==> src/rtl/img_host_frontend.sv <==
// Host byte-stream front-end for the image-convolution core: parses command bytes,
// paces pixel uploads through an input FIFO and collects core output into an output FIFO.

package img_host_pkg;
  typedef enum logic [3:0] {
    OP_NOP       = 4'd0,
    OP_SET_NROWS = 4'd1,
    OP_SET_NCOLS = 4'd2,
    OP_SET_SIGMA = 4'd3,
    OP_GET_NROWS = 4'd4,
    OP_GET_NCOLS = 4'd5,
    OP_GET_SIGMA = 4'd6,
    OP_IMG_RX    = 4'd7,
    OP_IMG_TX    = 4'd8,
    OP_CONV      = 4'd9
  } opcode_t;
endpackage

module img_host_frontend
  import img_host_pkg::*;
#(
  parameter int unsigned FIFO_DEPTH = 16,
  parameter int unsigned PREFILL    = 8,
  parameter int unsigned TX_CAP_LAT = 2
) (
  input  logic       clk,
  input  logic       rstn,
  input  logic       s_valid,
  input  logic [7:0] s_data,
  output logic       s_ready,
  output logic       m_valid,
  output logic [7:0] m_data,
  input  logic       m_ready,
  output logic       core_en,
  output opcode_t    core_op,
  output logic [7:0] core_din,
  input  logic [7:0] core_dout,
  input  logic       core_busy,
  output logic       err_underrun,
  output logic       err_overflow,
  output logic       err_badcmd,
  input  logic       err_clr,
  output logic       idle
);

  localparam int unsigned AW = $clog2(FIFO_DEPTH);
  localparam int unsigned CW = AW + 1;
  localparam logic [15:0] PrefillLen  = 16'(PREFILL);
  localparam logic [7:0]  CapWaitInit = 8'(TX_CAP_LAT - 1);

  typedef enum logic [3:0] {
    StIdle, StArg, StSetIssue, StGetIssue, StRxFill, StRxRun,
    StTxIssue, StConvIssue, StWaitFirst, StWaitDone
  } state_e;

  state_e        state_q, state_d;
  opcode_t       cmd_q, cmd_d;
  logic [7:0]    arg_q, arg_d;
  logic [7:0]    nrows_q, nrows_d, ncols_q, ncols_d;
  logic [15:0]   pix_q, pix_d;
  logic          get_cap_q, get_cap_d;
  logic [7:0]    cap_wait_q, cap_wait_d;
  logic [15:0]   cap_left_q, cap_left_d;
  logic          err_underrun_q, err_underrun_d;
  logic          err_overflow_q, err_overflow_d;
  logic          err_badcmd_q, err_badcmd_d;
  logic          live_q;

  logic [7:0]    in_mem_q [FIFO_DEPTH];
  logic [AW-1:0] in_wptr_q, in_wptr_d, in_rptr_q, in_rptr_d;
  logic [CW-1:0] in_cnt_q, in_cnt_d;
  logic [7:0]    out_mem_q [FIFO_DEPTH];
  logic [AW-1:0] out_wptr_q, out_wptr_d, out_rptr_q, out_rptr_d;
  logic [CW-1:0] out_cnt_q, out_cnt_d;

  logic          in_full, in_empty, out_full, out_empty;
  logic          in_push, in_pop, in_push_ok, in_pop_ok;
  logic          out_push, out_pop, cap_req, cap_fire, cap_start;
  logic          set_badcmd, set_underrun, set_overflow;
  logic          is_get_byte;
  logic [15:0]   npix, fill_thresh;

  assign npix        = {8'd0, nrows_q} * {8'd0, ncols_q};
  assign fill_thresh = (npix < PrefillLen) ? npix : PrefillLen;
  assign in_full     = (in_cnt_q == CW'(FIFO_DEPTH));
  assign in_empty    = (in_cnt_q == '0);
  assign out_full    = (out_cnt_q == CW'(FIFO_DEPTH));
  assign out_empty   = (out_cnt_q == '0);
  assign is_get_byte = (s_data[7:4] == 4'd0) && (s_data[3:0] >= 4'd4) && (s_data[3:0] <= 4'd6);

  assign m_valid      = !out_empty;
  assign m_data       = out_mem_q[out_rptr_q];
  assign idle         = (state_q == StIdle) && in_empty;
  assign err_underrun = err_underrun_q;
  assign err_overflow = err_overflow_q;
  assign err_badcmd   = err_badcmd_q;

  always_comb begin
    state_d      = state_q;
    cmd_d        = cmd_q;
    arg_d        = arg_q;
    nrows_d      = nrows_q;
    ncols_d      = ncols_q;
    pix_d        = pix_q;
    get_cap_d    = 1'b0;
    s_ready      = 1'b0;
    core_en      = 1'b0;
    core_op      = OP_NOP;
    core_din     = 8'd0;
    in_push      = 1'b0;
    in_pop       = 1'b0;
    cap_start    = 1'b0;
    set_badcmd   = 1'b0;
    set_underrun = 1'b0;
    unique case (state_q)
      StIdle: begin
        // A GET byte is held off until its reply is guaranteed a slot.
        s_ready = live_q && !(is_get_byte && out_full);
        if (s_valid && s_ready) begin
          if (s_data[7:4] != 4'd0 || s_data[3:0] > 4'd9) begin
            set_badcmd = 1'b1;
          end else begin
            case (s_data[3:0])
              4'd1, 4'd2, 4'd3: begin
                cmd_d   = opcode_t'(s_data[3:0]);
                state_d = StArg;
              end
              4'd4, 4'd5, 4'd6: begin
                cmd_d   = opcode_t'(s_data[3:0]);
                state_d = StGetIssue;
              end
              4'd7:    if (npix != 16'd0) state_d = StRxFill;
              4'd8:    if (npix != 16'd0) state_d = StTxIssue;
              4'd9:    state_d = StConvIssue;
              default: ;
            endcase
          end
        end
      end
      StArg: begin
        s_ready = live_q;
        if (s_valid && s_ready) begin
          arg_d   = s_data;
          state_d = StSetIssue;
        end
      end
      StSetIssue: begin
        core_en  = 1'b1;
        core_op  = cmd_q;
        core_din = arg_q;
        if (cmd_q == OP_SET_NROWS) nrows_d = arg_q;
        if (cmd_q == OP_SET_NCOLS) ncols_d = arg_q;
        state_d = StIdle;
      end
      StGetIssue: begin
        core_en   = 1'b1;
        core_op   = cmd_q;
        get_cap_d = 1'b1;
        state_d   = StIdle;
      end
      StRxFill: begin
        s_ready = live_q && !in_full;
        in_push = s_valid && s_ready;
        if (16'(in_cnt_q) >= fill_thresh) begin
          core_en = 1'b1;
          core_op = OP_IMG_RX;
          pix_d   = 16'd0;
          state_d = StRxRun;
        end
      end
      StRxRun: begin
        s_ready = live_q && !in_full;
        in_push = s_valid && s_ready;
        // An empty slot still consumes a pixel position; the core sees zero.
        if (in_empty) begin
          set_underrun = 1'b1;
        end else begin
          in_pop   = 1'b1;
          core_din = in_mem_q[in_rptr_q];
        end
        pix_d = pix_q + 16'd1;
        if (pix_q == npix - 16'd1) state_d = StWaitFirst;
      end
      StTxIssue: begin
        core_en   = 1'b1;
        core_op   = OP_IMG_TX;
        cap_start = 1'b1;
        state_d   = StWaitFirst;
      end
      StConvIssue: begin
        core_en = 1'b1;
        core_op = OP_CONV;
        state_d = StWaitFirst;
      end
      // The core may not have raised busy yet in the cycle after the strobe.
      StWaitFirst: state_d = StWaitDone;
      StWaitDone:  if (!core_busy) state_d = StIdle;
      default:     state_d = StIdle;
    endcase
  end

  // Output capture engine for IMG_TX, independent of the command FSM.
  always_comb begin
    cap_wait_d = cap_wait_q;
    cap_left_d = cap_left_q;
    cap_fire   = 1'b0;
    if (cap_start) begin
      cap_wait_d = CapWaitInit;
      cap_left_d = npix;
    end else if (cap_left_q != 16'd0) begin
      if (cap_wait_q != 8'd0) begin
        cap_wait_d = cap_wait_q - 8'd1;
      end else begin
        cap_fire   = 1'b1;
        cap_left_d = cap_left_q - 16'd1;
      end
    end
  end

  always_comb begin
    in_push_ok   = in_push && (!in_full || in_pop);
    in_pop_ok    = in_pop && !in_empty;
    in_wptr_d    = in_wptr_q + AW'(in_push_ok);
    in_rptr_d    = in_rptr_q + AW'(in_pop_ok);
    in_cnt_d     = in_cnt_q + CW'(in_push_ok) - CW'(in_pop_ok);
    out_pop      = m_ready && !out_empty;
    cap_req      = cap_fire || get_cap_q;
    out_push     = cap_req && (!out_full || out_pop);
    set_overflow = cap_req && !out_push;
    out_wptr_d   = out_wptr_q + AW'(out_push);
    out_rptr_d   = out_rptr_q + AW'(out_pop);
    out_cnt_d    = out_cnt_q + CW'(out_push) - CW'(out_pop);
    err_underrun_d = (err_underrun_q && !err_clr) || set_underrun;
    err_overflow_d = (err_overflow_q && !err_clr) || set_overflow;
    err_badcmd_d   = (err_badcmd_q && !err_clr) || set_badcmd;
  end

  always_ff @(posedge clk or negedge rstn) begin
    if (!rstn) begin
      state_q        <= StIdle;
      cmd_q          <= OP_NOP;
      arg_q          <= 8'd0;
      nrows_q        <= 8'd8;
      ncols_q        <= 8'd8;
      pix_q          <= 16'd0;
      get_cap_q      <= 1'b0;
      cap_wait_q     <= 8'd0;
      cap_left_q     <= 16'd0;
      err_underrun_q <= 1'b0;
      err_overflow_q <= 1'b0;
      err_badcmd_q   <= 1'b0;
      live_q         <= 1'b0;
      in_wptr_q      <= '0;
      in_rptr_q      <= '0;
      in_cnt_q       <= '0;
      out_wptr_q     <= '0;
      out_rptr_q     <= '0;
      out_cnt_q      <= '0;
    end else begin
      state_q        <= state_d;
      cmd_q          <= cmd_d;
      arg_q          <= arg_d;
      nrows_q        <= nrows_d;
      ncols_q        <= ncols_d;
      pix_q          <= pix_d;
      get_cap_q      <= get_cap_d;
      cap_wait_q     <= cap_wait_d;
      cap_left_q     <= cap_left_d;
      err_underrun_q <= err_underrun_d;
      err_overflow_q <= err_overflow_d;
      err_badcmd_q   <= err_badcmd_d;
      live_q         <= 1'b1;
      in_wptr_q      <= in_wptr_d;
      in_rptr_q      <= in_rptr_d;
      in_cnt_q       <= in_cnt_d;
      out_wptr_q     <= out_wptr_d;
      out_rptr_q     <= out_rptr_d;
      out_cnt_q      <= out_cnt_d;
    end
  end

  always_ff @(posedge clk) begin
    if (in_push_ok) in_mem_q[in_wptr_q] <= s_data;
    if (out_push) out_mem_q[out_wptr_q] <= core_dout;
  end

endmodule

==> config.mk <==
export PLATFORM = sky130hd
export DESIGN_NAME = img_host_frontend
export DESIGN_NICKNAME = d
export VERILOG_FILES = /design/src/rtl/img_host_frontend.sv
export SDC_FILE = /design/constraint.sdc
export NUM_CORES = 1
export LEC_CHECK = 0
export CELL_PAD_IN_SITES_DETAIL_PLACEMENT = 0
export CELL_PAD_IN_SITES_GLOBAL_PLACEMENT = 2
export CORE_MARGIN = 8
export CORE_UTILIZATION = 48
export CTS_CLUSTER_DIAMETER = 150
export CTS_CLUSTER_SIZE = 8
export DETAILED_ROUTE_END_ITERATION = 10
export PLACE_DENSITY = 0.95
export SYNTH_ARGS = -nofsm -noshare
export SYNTH_HDL_FRONTEND = slang
export SYNTH_SLANG_ARGS = --single-unit
==> constraint.sdc <==
create_clock -name clk -period 19.85 [get_ports clk]
set_clock_uncertainty 0.1 [all_clocks]
set_input_delay 3.97 -clock clk [delete_from_list [all_inputs] [get_ports clk]]
set_output_delay 3.97 -clock clk [all_outputs]
set_load 0.05 [all_outputs]
==> metrics.md <==
| Metric | Value |
|---|---|
| CTS sink cnt | 359 |
| Netlist Area Pre-Place | 18,200 sq um |
| Vias in the first global route | 11,092 |
| Slew @ Worst Pin | 924 ps |
| Core ar. | 37,500 sq um |
| Pwr Density | 127 nW/um^2 |
| Hold EP | out_cnt_q[0] |
| Endpoint type of the worst setup path | primary output |
| Die area | 44,400 sq um |
| Worst R2R Start | nrows_q[3] |
| Most frequent cells in the layout | edfxtp_1, dfrtp_1, nand2_1, nor2_1, inv_1 |
| Crit Path Class | register to primary output |
| Synth async-reset ratio | 28.7% |
| CP dominant cell by count | fa_1 |
| Via count | 10,788 |
| Setup TNS | 0 ps |
| Maximum vdd drop | 0.000132 V |
| Cell count after synthesis | 1,355 |
| GRT met2 Usage | 28.0% |
| All-layer global routing usage | 17.5% |
| Die height | 211 um |
| Worst hold stages | 1 |
| GRT overflow | 0 |
| Clock Tree Buf Depth | 3 |
| Clock root buffer master | clkbuf_16 |
| Met3 GRT Util | 3.37% |
| Logic pwr share | 31.2% |
| H-tree Lvls | 2 |
| N_diodes | 0 |
| Drt initial violations | 842 |
| Critical Path Fanout Max | 11 |
| Lkg Pwr | 7.91 nW |
| ANT nets after route | 0 |
| R2R setup slack | 12,060 ps |
| CP Data Arrival Time | 8140 ps |
| Row cnt | 71 |
| DRC Markers | 0 |
| P_int | 0.00172 W |
| Clock Latency Late Sink | 570 ps |
| Hold Crit Class | register to register |
| First-pass GRT wire length | 61,600 um |
| Post-CTS setup buffers | 0 |
| Slew Limit Fails | 0 |
| GPL Wtd Cong | 0.821 |
| Initial Utilization | 48.6% |
| FF+latch count, synth | 359 |
| Net Sw Frac | 34.2% |
| R2R cell count | 25 |
| Synth Flop Type | edfxtp_1 |
| Worst EP required | 15,780 ps |
| Cell variety after synth | 89 |
| Avg Vias per Cell | 5.57 |
| CTS clk-pin slew, worst paths | 50 ps |
| CTS tree | yes |
| Count of final hold-check violations | 0 |
| Critical path buffers and inverters | 3 |
| Num CTS Buffers | 50 |
| Average size of a mapped cell | 13.4 sq um |
| Clock power frac | 29.1% |
| Crit path cell chain | and2_1 > fa_1 > fa_1 > fa_1 > inv_1 > fa_1 > inv_1 > ha_1 > a21oi_1 > o31ai_1 > a2111oi_0 > a211oi_2 > or4_4 > nor4_4 > and3_1 > ha_1 > nand2b_1 > a21o_1 > a21o_1 > a21o_1 > a21oi_1 > nor4_1 > a31o_2 > clkdlybuf4s50_1 |
| Routed WL | 38,100 um |
| # IOs | 49 |
| TritonRoute pass-1 iters | 5 |
| Reg2reg end | pix_q[12] |
| Max-slew headroom | 38.2% |
| Wire per inst | 19.7 um |
| Net Sw Power | 0.000890 W |
| Hold WS | 407 ps |
| Syn. warnings | 0 |
| Share of cells above drive strength 1 | 14.2% |
| CTS Hold Bufs | 0 |
| Syn-to-layout area delta | 13.0% |
| Final nets | 1,536 |
| Initial antenna violation count | 0 |
| PostCTS Resize Cnt | 0 |
| Met1 usage | 24.1% |
| Gr busiest metal | met2 |
| Largest net degree at the start of global routing | 57 |
| # setup viols final | 0 |
| Critical Path Start Type | register |
| Tcrit/Tclk final | 61.5% |
| Sequential fraction of design power | 39.8% |
| CP max-delay cell | clkdlybuf4s50_1 |
| HP Start | out_cnt_q[0] |
| Die width | 211 um |
| Max-cap violations | 0 |
| Number of fill cells | 3,098 |
| PortBufs | 48 |
| Final Critical Period | 12,210 ps |
| Post-DP HPWL | 26,300 um |
| CP top delay family | adder cells |
| FMAX | 0.0819 GHz |
| Status | completed |
| Post-synth EDFFs | 256 |
| RSZ-0062 raised after global routing | no |
| Commonest non-fill, non-tap cell in the layout | edfxtp_1 |
| Seq/Total Area, Yosys | 56.4% |
| Max incr delay on CP | 800 ps |
## cells by family (layout without fill, tap and decap cells)
logic type	Yosys count	count (layout)	synth area share (%)
buffers and inverters	141	210	3.04
AOI/OAI and AO/OA	192	192	7.21
other	1	2	0.0206
xor gates and xnor gates	62	62	3.06
DFF	359	359	56.4
and+or+nand+nor	378	378	11.1
muxes	119	119	10.6
adders and majority gates	103	103	8.64
## metrics by stage
step	area [sq um]	power, W	worst slack (ps)	instances	util, %
floorplan	18200	0.00163	9330	1356	-
global placement	19200	0.00185	8310	1870	51.2
detailed placement	19200	0.00187	8200	1870	51.2
CTS	20600	0.00263	7570	1936	54.9
global route	20600	0.00275	7090	1936	54.9
finish	20600	0.00261	7640	1936	54.9
## routing by layer
metal  share of wire (%)  vias up
met5                   0        -
li1                    -     5111
met2                  47      244
met1                  45     5379
met4                 2.3        0
met3                 5.1       54
## power groups by stage
stage	Combinational [W]	Clock, W	Sequential (W)
CTS	0.000821	0.000774	0.00104
floorplan	0.000666	0	0.000965
global route	0.000890	0.000806	0.00106
detailed placement	0.000814	0	0.00105
finish	0.000812	0.000757	0.00104
global placement	0.000802	0	0.00105
## worst max-delay path by stage
stage,start,end,slack (ps),cells past startpoint
floorplan,nrows_q[0],core_op[0],9330,26
global placement,nrows_q[3],core_op[1],8310,24
detailed placement,nrows_q[3],core_op[2],8200,24
CTS,nrows_q[3],core_op[2],7570,24
global route,nrows_q[3],core_op[2],7090,24
finish,nrows_q[3],core_op[2],7640,24
## final cells by class
cell class	instances	area (sq um)	area share [%]
sequential	359	10300	49.9
multi-input combinational	856	7410	36.0
clock buffer	63	1300	6.31
tap	511	639	3.11
timing repair buffer	63	591	2.87
inverter	81	304	1.48
clock inverter	3	76.3	0.371
## sequential cells by signal, indices dropped and copies added (netlist names), 8 cells and up
name        count
in_mem_q      128
out_mem_q     128
cap_left_q     16
pix_q          16
arg_q           8
cap_wait_q      8
ncols_q         8
nrows_q         8
## synth_stat cells (all sizes together) (3+ instances only)
| library cell | instances | area (sq um) |
|---|---|---|
| nand3 | 24 | 130 |
| xnor2 | 41 | 367 |
| nor2 | 86 | 333 |
| and3 | 12 | 75.1 |
| buf | 17 | 86.3 |
| a211oi | 7 | 57.6 |
| inv | 80 | 300 |
| dfrtp | 101 | 2530 |
| a21o | 11 | 82.6 |
| or4 | 6 | 56.3 |
| and4 | 3 | 26.3 |
| fa | 38 | 761 |
| o41ai | 3 | 26.3 |
| or3 | 10 | 67.6 |
| mux2 | 32 | 360 |
| nand4 | 10 | 62.6 |
| nor3 | 26 | 158 |
| a22o | 9 | 87.6 |
| o21ai | 61 | 309 |
| o211ai | 6 | 50.1 |
| a221oi | 9 | 85.1 |
| a31oi | 9 | 56.3 |
| nand2b | 12 | 77.6 |
| nand3b | 11 | 82.6 |
| ha | 65 | 813 |
| mux4 | 56 | 1260 |
| a2111oi | 3 | 51.3 |
| or2 | 3 | 18.8 |
| xor2 | 21 | 191 |
| nor4 | 7 | 58.8 |
| a22oi | 10 | 75.1 |
| nor2b | 5 | 31.3 |
| mux2i | 31 | 310 |
| edfxtp | 256 | 7690 |
| a21oi | 34 | 174 |
| nand2 | 91 | 347 |
| o2111ai | 4 | 35.0 |
| clkbuf | 43 | 163 |
| nor4b | 6 | 71.3 |
| o22ai | 4 | 25.0 |
| and2 | 62 | 388 |
| o21a | 3 | 22.5 |
Note: power is estimated with default switching activity, not from simulation.
